## src/rtl/eth_pkg.sv

```systemverilog
// Shared definitions for the Ethernet MII transmit framer.
// State encoding, framing nibbles, CRC-32 constants and the nibble-wide
// CRC update used by eth_crc32_nibble.
package eth_pkg;

    typedef enum logic [2:0] {
        ST_IDLE     = 3'd0,
        ST_PREAMBLE = 3'd1,
        ST_SFD      = 3'd2,
        ST_DATA     = 3'd3,
        ST_FCS      = 3'd4,
        ST_ABORT    = 3'd5,
        ST_IFG      = 3'd6
    } eth_state_e;

    localparam logic [3:0]  PREAMBLE_NIBBLE  = 4'h5;
    localparam logic [3:0]  SFD_NIBBLE       = 4'hD;
    localparam int          PREAMBLE_LEN     = 15;
    localparam int          NIBBLES_PER_WORD = 8;

    localparam logic [31:0] CRC_POLY = 32'h04C11DB7;
    localparam logic [31:0] CRC_INIT = 32'hFFFFFFFF;

    // Bit-reverse a 32-bit word; Ethernet sends LSB first, so the CRC
    // runs with the reflected polynomial.
    function automatic logic [31:0] reflect32(input logic [31:0] v);
        logic [31:0] r;
        for (int i = 0; i < 32; i++) begin
            r[i] = v[31-i];
        end
        return r;
    endfunction

    localparam logic [31:0] CRC_POLY_REFL = reflect32(CRC_POLY);

    // Advance a reflected CRC-32 by one nibble (bit 0 of the nibble first).
    function automatic logic [31:0] crc32_nibble(input logic [31:0] crc,
                                                 input logic [3:0]  nib);
        logic [31:0] c;
        c = crc ^ {28'h0, nib};
        for (int i = 0; i < 4; i++) begin
            c = c[0] ? ((c >> 1) ^ CRC_POLY_REFL) : (c >> 1);
        end
        return c;
    endfunction

endpackage

```

## src/rtl/eth_tx_framer_if.sv

```systemverilog
// TX FIFO read port as seen by the framer.
//
// Handshake: the FIFO head word i_fifo_data is valid whenever i_fifo_empty
// is low (first-word-fall-through). The framer pulses o_fifo_rd for one
// cycle per word; the word transfers, and the FIFO pops, on the rising
// edge that ends a cycle with o_fifo_rd high. o_fifo_rd is only raised
// when the framer has already seen the FIFO non-empty.
interface eth_tx_framer_if;

    logic        i_fifo_empty;
    logic [31:0] i_fifo_data;
    logic        o_fifo_rd;

    modport master (
        input  i_fifo_empty,
        input  i_fifo_data,
        output o_fifo_rd
    );

    modport slave (
        output i_fifo_empty,
        output i_fifo_data,
        input  o_fifo_rd
    );

endinterface

```

## src/rtl/eth_crc32_nibble.sv

```systemverilog
// Nibble-serial Ethernet CRC-32 accumulator.
// clear reloads the init value; enable folds din into the running state.
module eth_crc32_nibble
    import eth_pkg::*;
(
    input  logic        clk,
    input  logic        rst,
    input  logic        clear,
    input  logic        enable,
    input  logic [3:0]  din,
    output logic [31:0] crc
);

    // Running CRC register; clear wins over enable.
    always_ff @(posedge clk or negedge rst) begin
        if (!rst) begin
            crc <= CRC_INIT;
        end else if (clear) begin
            crc <= CRC_INIT;
        end else if (enable) begin
            crc <= crc32_nibble(crc, din);
        end
    end

endmodule

```

## src/rtl/eth_tx_framer.sv

```systemverilog
// Ethernet MII transmit framer: preamble, SFD, payload words from a FWFT
// FIFO, optional FCS, then inter-frame gap.
// Optional feature macro: ETH_TX_FCS_EN (adds the CRC-32 FCS trailer).
//
// All outputs are registered from the next-state logic, so the state
// register always names the phase currently on the MII pins. FIFO reads
// are decided one cycle ahead of each load point so o_fifo_rd can be a
// register; the FIFO is only popped by this block, so a non-empty flag
// seen one cycle early still holds at the load edge.
module eth_tx_framer
    import eth_pkg::*;
#(
    parameter int IFG_NIBBLES = 24
) (
    input  logic                  clk,
    input  logic                  rst,
    input  logic                  i_tx_start,
    input  logic [8:0]            i_word_count,
    eth_tx_framer_if.master       fifo,
    output logic [3:0]            o_txd,
    output logic                  o_tx_en,
    output logic                  o_tx_er,
    output logic                  o_busy,
    output logic                  o_done,
    output logic                  o_underrun,
    output eth_state_e            dbg_state
);

    localparam logic [15:0] PRE_LAST  = 16'(PREAMBLE_LEN - 1);
    localparam logic [15:0] WORD_LAST = 16'(NIBBLES_PER_WORD - 1);
    localparam logic [15:0] IFG_LAST  = 16'(IFG_NIBBLES - 1);

    eth_state_e  state, state_n;
    logic [15:0] cnt, cnt_n;
    logic [8:0]  words_left, words_n;
    logic [31:0] shreg, shreg_n;
    logic        aborted, aborted_n;
    logic        rd_q, rd_n;
    logic [3:0]  txd_n;
    logic        tx_en_n, tx_er_n, busy_n, done_n, underrun_n;

    assign fifo.o_fifo_rd = rd_q;
    assign dbg_state      = state;

`ifdef ETH_TX_FCS_EN
    logic [31:0] crc_state;
    logic        crc_clear;
    logic        crc_en;

    // The CRC absorbs each payload nibble on the edge that puts it on o_txd,
    // so the state is complete when the last payload nibble is on the wire.
    assign crc_clear = (state == ST_IDLE);
    assign crc_en    = (state_n == ST_DATA);

    eth_crc32_nibble u_crc (
        .clk    (clk),
        .rst    (rst),
        .clear  (crc_clear),
        .enable (crc_en),
        .din    (txd_n),
        .crc    (crc_state)
    );
`endif

    // Next-state and next-output logic for the framing FSM.
    always_comb begin
        state_n    = state;
        cnt_n      = cnt;
        words_n    = words_left;
        shreg_n    = shreg;
        aborted_n  = aborted;
        txd_n      = 4'h0;
        tx_en_n    = 1'b0;
        tx_er_n    = 1'b0;
        rd_n       = 1'b0;
        busy_n     = o_busy;
        done_n     = 1'b0;
        underrun_n = 1'b0;

        case (state)
            ST_IDLE: begin
                if (i_tx_start && (i_word_count != 9'd0)) begin
                    state_n   = ST_PREAMBLE;
                    cnt_n     = 16'd0;
                    words_n   = i_word_count;
                    aborted_n = 1'b0;
                    busy_n    = 1'b1;
                    tx_en_n   = 1'b1;
                    txd_n     = PREAMBLE_NIBBLE;
                end
            end

            ST_PREAMBLE: begin
                tx_en_n = 1'b1;
                if (cnt == PRE_LAST) begin
                    state_n = ST_SFD;
                    cnt_n   = 16'd0;
                    txd_n   = SFD_NIBBLE;
                    rd_n    = ~fifo.i_fifo_empty;
                end else begin
                    cnt_n = cnt + 16'd1;
                    txd_n = PREAMBLE_NIBBLE;
                end
            end

            ST_SFD: begin
                tx_en_n = 1'b1;
                if (rd_q) begin
                    state_n = ST_DATA;
                    cnt_n   = 16'd0;
                    shreg_n = fifo.i_fifo_data;
                    words_n = words_left - 9'd1;
                    txd_n   = fifo.i_fifo_data[3:0];
                end else begin
                    state_n    = ST_ABORT;
                    tx_er_n    = 1'b1;
                    underrun_n = 1'b1;
                    aborted_n  = 1'b1;
                end
            end

            ST_DATA: begin
                tx_en_n = 1'b1;
                if (cnt == WORD_LAST) begin
                    if (words_left == 9'd0) begin
`ifdef ETH_TX_FCS_EN
                        state_n = ST_FCS;
                        cnt_n   = 16'd0;
                        shreg_n = ~crc_state;
                        txd_n   = ~crc_state[3:0];
`else
                        state_n = ST_IFG;
                        cnt_n   = 16'd0;
                        tx_en_n = 1'b0;
`endif
                    end else if (rd_q) begin
                        cnt_n   = 16'd0;
                        shreg_n = fifo.i_fifo_data;
                        words_n = words_left - 9'd1;
                        txd_n   = fifo.i_fifo_data[3:0];
                    end else begin
                        state_n    = ST_ABORT;
                        tx_er_n    = 1'b1;
                        underrun_n = 1'b1;
                        aborted_n  = 1'b1;
                    end
                end else begin
                    cnt_n   = cnt + 16'd1;
                    shreg_n = shreg >> 4;
                    txd_n   = shreg[7:4];
                    // Next cycle carries the 8th nibble: request the next word now.
                    if (cnt == (WORD_LAST - 16'd1)) begin
                        rd_n = (words_left != 9'd0) && !fifo.i_fifo_empty;
                    end
                end
            end

`ifdef ETH_TX_FCS_EN
            ST_FCS: begin
                if (cnt == WORD_LAST) begin
                    state_n = ST_IFG;
                    cnt_n   = 16'd0;
                end else begin
                    tx_en_n = 1'b1;
                    cnt_n   = cnt + 16'd1;
                    shreg_n = shreg >> 4;
                    txd_n   = shreg[7:4];
                end
            end
`endif

            ST_ABORT: begin
                state_n = ST_IFG;
                cnt_n   = 16'd0;
            end

            ST_IFG: begin
                if (cnt == IFG_LAST) begin
                    state_n = ST_IDLE;
                    cnt_n   = 16'd0;
                    busy_n  = 1'b0;
                    done_n  = ~aborted;
                end else begin
                    cnt_n = cnt + 16'd1;
                end
            end

            default: begin
                state_n = ST_IDLE;
                cnt_n   = 16'd0;
                busy_n  = 1'b0;
            end
        endcase
    end

    // State, datapath and output registers; reset drops the MII pins at once.
    always_ff @(posedge clk or negedge rst) begin
        if (!rst) begin
            state      <= ST_IDLE;
            cnt        <= 16'd0;
            words_left <= 9'd0;
            shreg      <= 32'd0;
            aborted    <= 1'b0;
            rd_q       <= 1'b0;
            o_txd      <= 4'h0;
            o_tx_en    <= 1'b0;
            o_tx_er    <= 1'b0;
            o_busy     <= 1'b0;
            o_done     <= 1'b0;
            o_underrun <= 1'b0;
        end else begin
            state      <= state_n;
            cnt        <= cnt_n;
            words_left <= words_n;
            shreg      <= shreg_n;
            aborted    <= aborted_n;
            rd_q       <= rd_n;
            o_txd      <= txd_n;
            o_tx_en    <= tx_en_n;
            o_tx_er    <= tx_er_n;
            o_busy     <= busy_n;
            o_done     <= done_n;
            o_underrun <= underrun_n;
        end
    end

endmodule

```

## src/flat_wrapper.sv

```systemverilog
// flat-port wrapper written by rule: the top's interface ports become plain ports
module eth_tx_framer_flat import eth_pkg::*;
#(
    parameter int IFG_NIBBLES = 24
)
  (clk, rst, i_tx_start, i_word_count, o_txd, o_tx_en, o_tx_er, o_busy, o_done, o_underrun, dbg_state, fifo_i_fifo_empty, fifo_i_fifo_data, fifo_o_fifo_rd);
  eth_tx_framer_if fifo_i ();
  input  logic clk;
  input  logic rst;
  input  logic i_tx_start;
  input  logic [8:0] i_word_count;
  output logic [3:0] o_txd;
  output logic o_tx_en;
  output logic o_tx_er;
  output logic o_busy;
  output logic o_done;
  output logic o_underrun;
  output eth_state_e dbg_state;
  input wire logic [$bits(fifo_i.i_fifo_empty)-1:0] fifo_i_fifo_empty;
  input wire logic [$bits(fifo_i.i_fifo_data)-1:0] fifo_i_fifo_data;
  output wire logic [$bits(fifo_i.o_fifo_rd)-1:0] fifo_o_fifo_rd;
  assign fifo_i.i_fifo_empty = fifo_i_fifo_empty;
  assign fifo_i.i_fifo_data = fifo_i_fifo_data;
  assign fifo_o_fifo_rd = fifo_i.o_fifo_rd;
  eth_tx_framer #(.IFG_NIBBLES(IFG_NIBBLES)) u_core (.clk(clk), .rst(rst), .i_tx_start(i_tx_start), .i_word_count(i_word_count), .fifo(fifo_i), .o_txd(o_txd), .o_tx_en(o_tx_en), .o_tx_er(o_tx_er), .o_busy(o_busy), .o_done(o_done), .o_underrun(o_underrun), .dbg_state(dbg_state));
endmodule
```

## config.mk

```make
export PLATFORM = sky130hd
export DESIGN_NAME = eth_tx_framer_flat
export DESIGN_NICKNAME = d
export VERILOG_FILES = /design/src/rtl/eth_pkg.sv /design/src/rtl/eth_tx_framer_if.sv /design/src/rtl/eth_crc32_nibble.sv /design/src/rtl/eth_tx_framer.sv /design/src/flat_wrapper.sv
export SDC_FILE = /design/constraint.sdc
export NUM_CORES = 1
export LEC_CHECK = 0
export BUFFER_PORTS_ARGS = -buffer_cell sky130_fd_sc_hd__buf_2
export CORE_UTILIZATION = 40
export CTS_CLUSTER_SIZE = 25
export DETAILED_ROUTE_END_ITERATION = 7
export GPL_ROUTABILITY_DRIVEN = 0
export RECOVER_POWER = 25
export SYNTH_ARGS = -nofsm -noshare
export SYNTH_HDL_FRONTEND = slang
export SYNTH_SLANG_ARGS = --single-unit
```

## constraint.sdc

```tcl
create_clock -name clk -period 2.44 [get_ports clk]
set_input_delay 0.488 -clock clk [delete_from_list [all_inputs] [get_ports clk]]
set_output_delay 0.488 -clock clk [all_outputs]
set_load 0.02 [all_outputs]
```

# Yosys cells after proc, flatten, opt, wreduce, memory -nomap -nowiden
# Index checks and enable logic that the tools add are counted.
[word_totals] register_bits=70 input_bits=45 out_inout_bits=13
[op_classes] mux=52 bitwise_logic=3 n_eq_ne=16 n_reduce_logical=15 addsub=2
[ops] cell="16-bit two-way mux" n=6
[ops] cell="32-bit two-way mux" n=3
[ops] cell="16-bit one-hot mux with 5 select lines" n=1
[ops] cell="32-bit one-hot mux with 2 select lines" n=1
[ops] cell="9-bit two-way mux" n=4
[ops] cell="16-bit by 3-bit equality test with 1-bit output, second input constant" n=2
[ops] cell="9-bit one-hot mux with 3 select lines" n=1
[ops] cell="3-bit two-way mux" n=8
[ops] cell="3-bit one-hot mux with 6 select lines" n=1
[ops] cell="9-bit nonzero test" n=2
[ops] cell="1-bit two-way mux" n=17
[ops] cell="16-bit by 1-bit adder with 16-bit output, second input constant" n=1
[ops] cell="16-bit by 4-bit equality test with 1-bit output, second input constant" n=1
[ops] cell="16-bit by 5-bit equality test with 1-bit output, second input constant" n=1
[ops] cell="4-bit two-way mux" n=4
[ops] cell="4-bit one-hot mux with 4 select lines" n=1
[ops] cell="9-bit zero test" n=1
[ops] cell="1-bit one-hot mux with 3 select lines" n=3
[ops] cell="9-bit by 1-bit subtractor with 9-bit output, second input constant" n=1
[ops] cell="2-bit by 1-bit inequality test with 1-bit output, second input constant" n=4
[ops] cell="3-bit by 2-bit equality test with 1-bit output, second input constant" n=2
[ops] cell="3-bit equality test, second input constant" n=2
[ops] cell="3-bit inequality test, second input constant" n=2
[ops] cell="5-bit AND reduction" n=1
[ops] cell="other kinds (14)" n=18

# Longest topological paths before layout
[depth] word_depth=5 ltp_mapped=9

# Least setup slack after synthesis
# OpenSTA, ideal clock, no wires.
[synth_timing] kind="input -> register" from="input i_word_count[4]" to="register u_core.o_txd[0]" stages=6 setup_time_ns=0.126 setup_slack_ns=0.198 required_time_ns=2.314 arrival_time_ns=2.116 path_cell_list="or4_1 -> o41ai_2 -> a221oi_2 -> and2_4 -> buf_6 -> a311o_1"
[synth_between] elab_chain_cells=4
[synth_lines] item="start: declaration" line="flat_wrapper.sv:11" source="input logic [8:0] i_word_count;"
[synth_lines] item="9-bit nonzero test" line="eth_tx_framer.sv:82" source="if (i_tx_start && (i_word_count != 9'd0)) begin"
[synth_lines] item="1-bit logical AND" line="eth_tx_framer.sv:82"
[synth_lines] item="3-bit two-way mux" line="eth_tx_framer.sv:82"
[synth_lines] item="4-bit one-hot mux with 4 select lines" line="eth_tx_framer.sv:80" source="case (state)"
[synth_lines] item="named net u_core.txd_n[0]" line="eth_tx_framer.sv:39" source="logic [3:0] txd_n;"
[synth_lines] item="end signal: assignment" line="eth_tx_framer.sv:218" source="o_txd <= txd_n;"
[synth_lines] item="end: declaration" line="eth_tx_framer.sv:20" source="output logic [3:0] o_txd,"
# The timed path passes the listed nets, and every way through them passes these cells.
# A chain may end at the register's enable or synchronous reset.

# Worst setup path in the final report
[layout_timing] from="register u_core.words_left[5]" to="register u_core.state[1] (netlist: u_core.dbg_state[1])"
[layout_between] elab_chain_cells=4
[layout_lines] item="start: declaration" line="eth_tx_framer.sv:35" source="logic [8:0] words_left, words_n;"
[layout_lines] item="start signal: assignment" line="eth_tx_framer.sv:214" source="words_left <= words_n;"
[layout_lines] item="9-bit zero test (*)" line="eth_tx_framer.sv:125" source="if (words_left == 9'd0) begin"
[layout_lines] item="3-bit two-way mux" line="eth_tx_framer.sv:125"
[layout_lines] item="3-bit two-way mux" line="eth_tx_framer.sv:124" source="if (cnt == WORD_LAST) begin"
[layout_lines] item="3-bit one-hot mux with 6 select lines" line="eth_tx_framer.sv:80"
[layout_lines] item="end signal: assignment" line="eth_tx_framer.sv:212" source="state <= state_n;"
[layout_lines] item="end: declaration" line="eth_tx_framer.sv:33" source="eth_state_e state, state_n;"
# Every way passes the cells marked *; elsewhere a longest branch is shown, timed or not. The select of a mux whose other input is x is not followed.

==> metrics.md <==
| Metric | Value |
|---|---|
| Status | finished, violations left |
| Failing checks | max-capacitance violations, max-slew violations |
| DP Area | 4173 sq um |
| Vias in the first global route | 3,363 |
| Count of state elements after synthesis | 66 |
| Distinct cells, synth | 60 |
| Startpoint Class | flip-flop |
| Vias | 3,458 |
| Number of antenna diodes | 0 |
| Max Freq | 427.8 MHz |
| Synth area leaders | dfrtp_1 45%, a21oi_1 4.9%, o22ai_1 4.6%, o21ai_0 4.0%, nor2_1 3.9% |
| Power Total | 0.004935 W |
| DRT antenna net count | 0 |
| Final setup violation count | 0 |
| Slew headroom | -8.015% |
| Cts repair resizes | 0 |
| CP peak stage delay | 0.73 ns |
| Metal2 WL | 4559 um |
| Post-CTS setup buffer count | 0 |
| Clock Latency Late Sink | 0.35 ns |
| Worst Path Required | 2.68 ns |
| Ys async rst share | 100.0% |
| Cells along the critical path | or4_1 -> nor3_4 -> nor4_1 -> or3_1 -> a221o_1 |
| Input/output buffers | 57 |
| EDFF count, synth | 0 |
| Die Area | 9513 sq um |
| Chip width | 97.54 um |
| Total negative setup slack | 0 ns |
| Max clock buf depth | 2 |
| Hold crit path type | in2reg |
| Clock sink count | 66 |
| Final Hold Viols | 0 |
| Period minus WS final | 2.338 ns |
| Antenna violations before repair | 0 |
| First drt pass iteration count | 4 |
| Top cell type's share of synthesized area | 45.24% |
| First-pass GRT wire length | 16,690 um |
| Final max-slew violation count | 67 |
| Hold_buf cts | 0 |
| Post-synthesis cell area | 3651 sq um |
| Yosys top cell by area | dfrtp_1 |
| H-tree levels | 3 |
| Syn Area/Cell | 8.905 sq um |
| Layout cells sized above 1 | 24.32% |
| Core Area | 8763 sq um |
| Clock slew at reported path FFs | 0.08 ns |
| Hold Slack | 0.3968 ns |
| Commonest non-fill, non-tap cell in the layout | dfrtp_1 |
| Maxcap violations | 1 |
| Final Cell Area | 4437 sq um |
| Remaining Overflow, GRT | 0 |
| Max layer used | met4 |
| Worst path slowest cell | or4_1 |
| Clock tree root buffer cell | clkbuf_8 |
| Worst-Margin Slew | 1.620 ns |
| Cell row count | 34 |
| DR iter-0 viols | 186 |
| Cells after Synth | 410 |
| NumNets Final | 520 |
| Hpwl dp | 6734 um |
| Die Y | 97.54 um |
| Leakage power figure | 1.847 nW |
| DR DRC count | 0 |
| Period utilization | 95.80% |
| Commonest non-fill, non-tap cells in the layout | 66 x dfrtp_1, 57 x buf_2, 38 x nor2_1 |
| CTS tree | built |
| Total Routed Length | 9783 um |
| Share of the yosys chip area belonging to registers | 45.24% |
| Critical path class | reg2reg |
| Top fanout value on the critical path | 6 |
| Num CTS Buffers | 9 |
| Starting density of the core | 41.66% |
| Worst VDD drop | 0.4539 mV |
| WP data arrival | 2.58 ns |
| # fillers | 846 |
| Synth Net Count | 458 |
| M1 WL | 4644 um |
| Setup Skew | 0.01130 ns |
| DR WL/cell | 16.72 um |
| Top Ports | 58 |
| Top FF cell, synth | dfrtp_1 |
| Post-layout util | 50.63% |
| Wire length on met3 | 411 um |
| GRT Util Overall | 21.52% |
| Yosys warnings | 0 |
| CP Capture Type | flip-flop |
| Pwr/cell area | 1112 nW/um^2 |
| Largest net degree at the start of global routing | 67 |
| Area Overhead vs Synth | 21.52% |
| Via/cell ratio | 5.911 |
[metrics by stage]
step,setup WS [ns],cells
finish,0.1025,585
global route,-0.002104,585
CTS,0.07283,585
detailed placement,-0.01054,569
global placement,0.05052,569
floorplan,0.1980,410
[power breakdown]
part	switching (W)	internal [W]	total, W
clock	0.000479	0.000586	0.00106
sequential	0.000273	0.00139	0.00166
combinational	0.00133	0.000880	0.00221
[routing by layer]
layer	up-vias	global-route usage (%)
met5	-	0
met1	1701	30.92
met3	16	3.237
li1	1660	-
met2	81	32.76
met4	0	8.032
[registers in the layout, summed over array words and instances (netlist names)]
register and cells:
u_core.aborted 1, u_core.cnt 16, u_core.dbg_state 3, u_core.fifo.o_fifo_rd 1, u_core.o_busy 1, u_core.o_done 1
u_core.o_tx_en 1, u_core.o_txd 4, u_core.o_underrun 1, u_core.shreg 28, u_core.words_left 9
[cells in the mapped netlist (2+ instances only)]
| cell type | number |
|---|---|
| buf_2 | 9 |
| o2bb2ai_1 | 7 |
| dfrtp_1 | 66 |
| nor2b_1 | 7 |
| o21bai_1 | 4 |
| or4_1 | 3 |
| and2_1 | 4 |
| a22oi_1 | 9 |
| nor4_1 | 6 |
| nor3_1 | 13 |
| and3_1 | 2 |
| o21ai_0 | 29 |
| and4_1 | 5 |
| or3_1 | 5 |
| or2_2 | 2 |
| nor4_2 | 2 |
| a21oi_1 | 36 |
| ha_1 | 3 |
| o211ai_1 | 7 |
| nor3b_1 | 2 |
| inv_1 | 15 |
| clkbuf_1 | 19 |
| a31oi_1 | 3 |
| nand2_1 | 26 |
| nand3_1 | 16 |
| nor2_1 | 38 |
| o221ai_1 | 3 |
| o31ai_1 | 4 |
| nand4_1 | 5 |
| o41ai_2 | 2 |
| nand2b_1 | 2 |
| a311o_1 | 2 |
| o22ai_1 | 27 |
[final cells by class]
class                   instances  area, sq um  share of cell area [%]
well taps                     108        135.1                   3.046
multi-input cells             299         1859                   41.91
flip-flops and latches         66         1652                   37.22
clock buffers                   9        123.9                   2.792
repair buffers                 81        508.0                   11.45
clock inverters                 7        102.6                   2.312
inverters                      15        56.30                   1.269
[final timing paths]
path / slack [ns] / end / cells after the start / from
setup / recovery: 0.10 / u_core.dbg_state[1]$_DFFE_PN0P_ / 5 / u_core.words_left[5]$_DFFE_PN0P_
hold / removal: 0.40 / u_core.o_txd[2]$_DFF_PN0_ / 2 / fifo_i_fifo_data[2]
setup reg to reg: 0.10 / u_core.dbg_state[1]$_DFFE_PN0P_ / 5 / u_core.words_left[5]$_DFFE_PN0P_
hold reg to reg: 0.47 / u_core.o_done$_DFF_PN0_ / 1 / u_core.aborted$_DFFE_PN0P_
max in group asynchronous: 0.84 / u_core.shreg[19]$_DFFE_PN0P_ / 2 / rst
min in group asynchronous: 0.61 / u_core.o_underrun$_DFF_PN0_ / 2 / rst
[critical path: cells and delay by family (launching register included)]
| family | cells | cell delay, ns |
|---|---|---|
| AO/OA/AOI/OAI | 1 | 0.36 |
| AND/OR/NAND/NOR | 4 | 1.48 |
| flip-flops | 1 | 0.38 |
[kinds of logic after synthesis]
group	synth area share, %
compound gates	26.49
buf+inv	5.243
xor+xnor	0.2399
simple gates	21.18
flops	45.24
fa+ha+maj	1.028
mux	0.5826
Note: power is estimated with default switching activity, not from simulation.
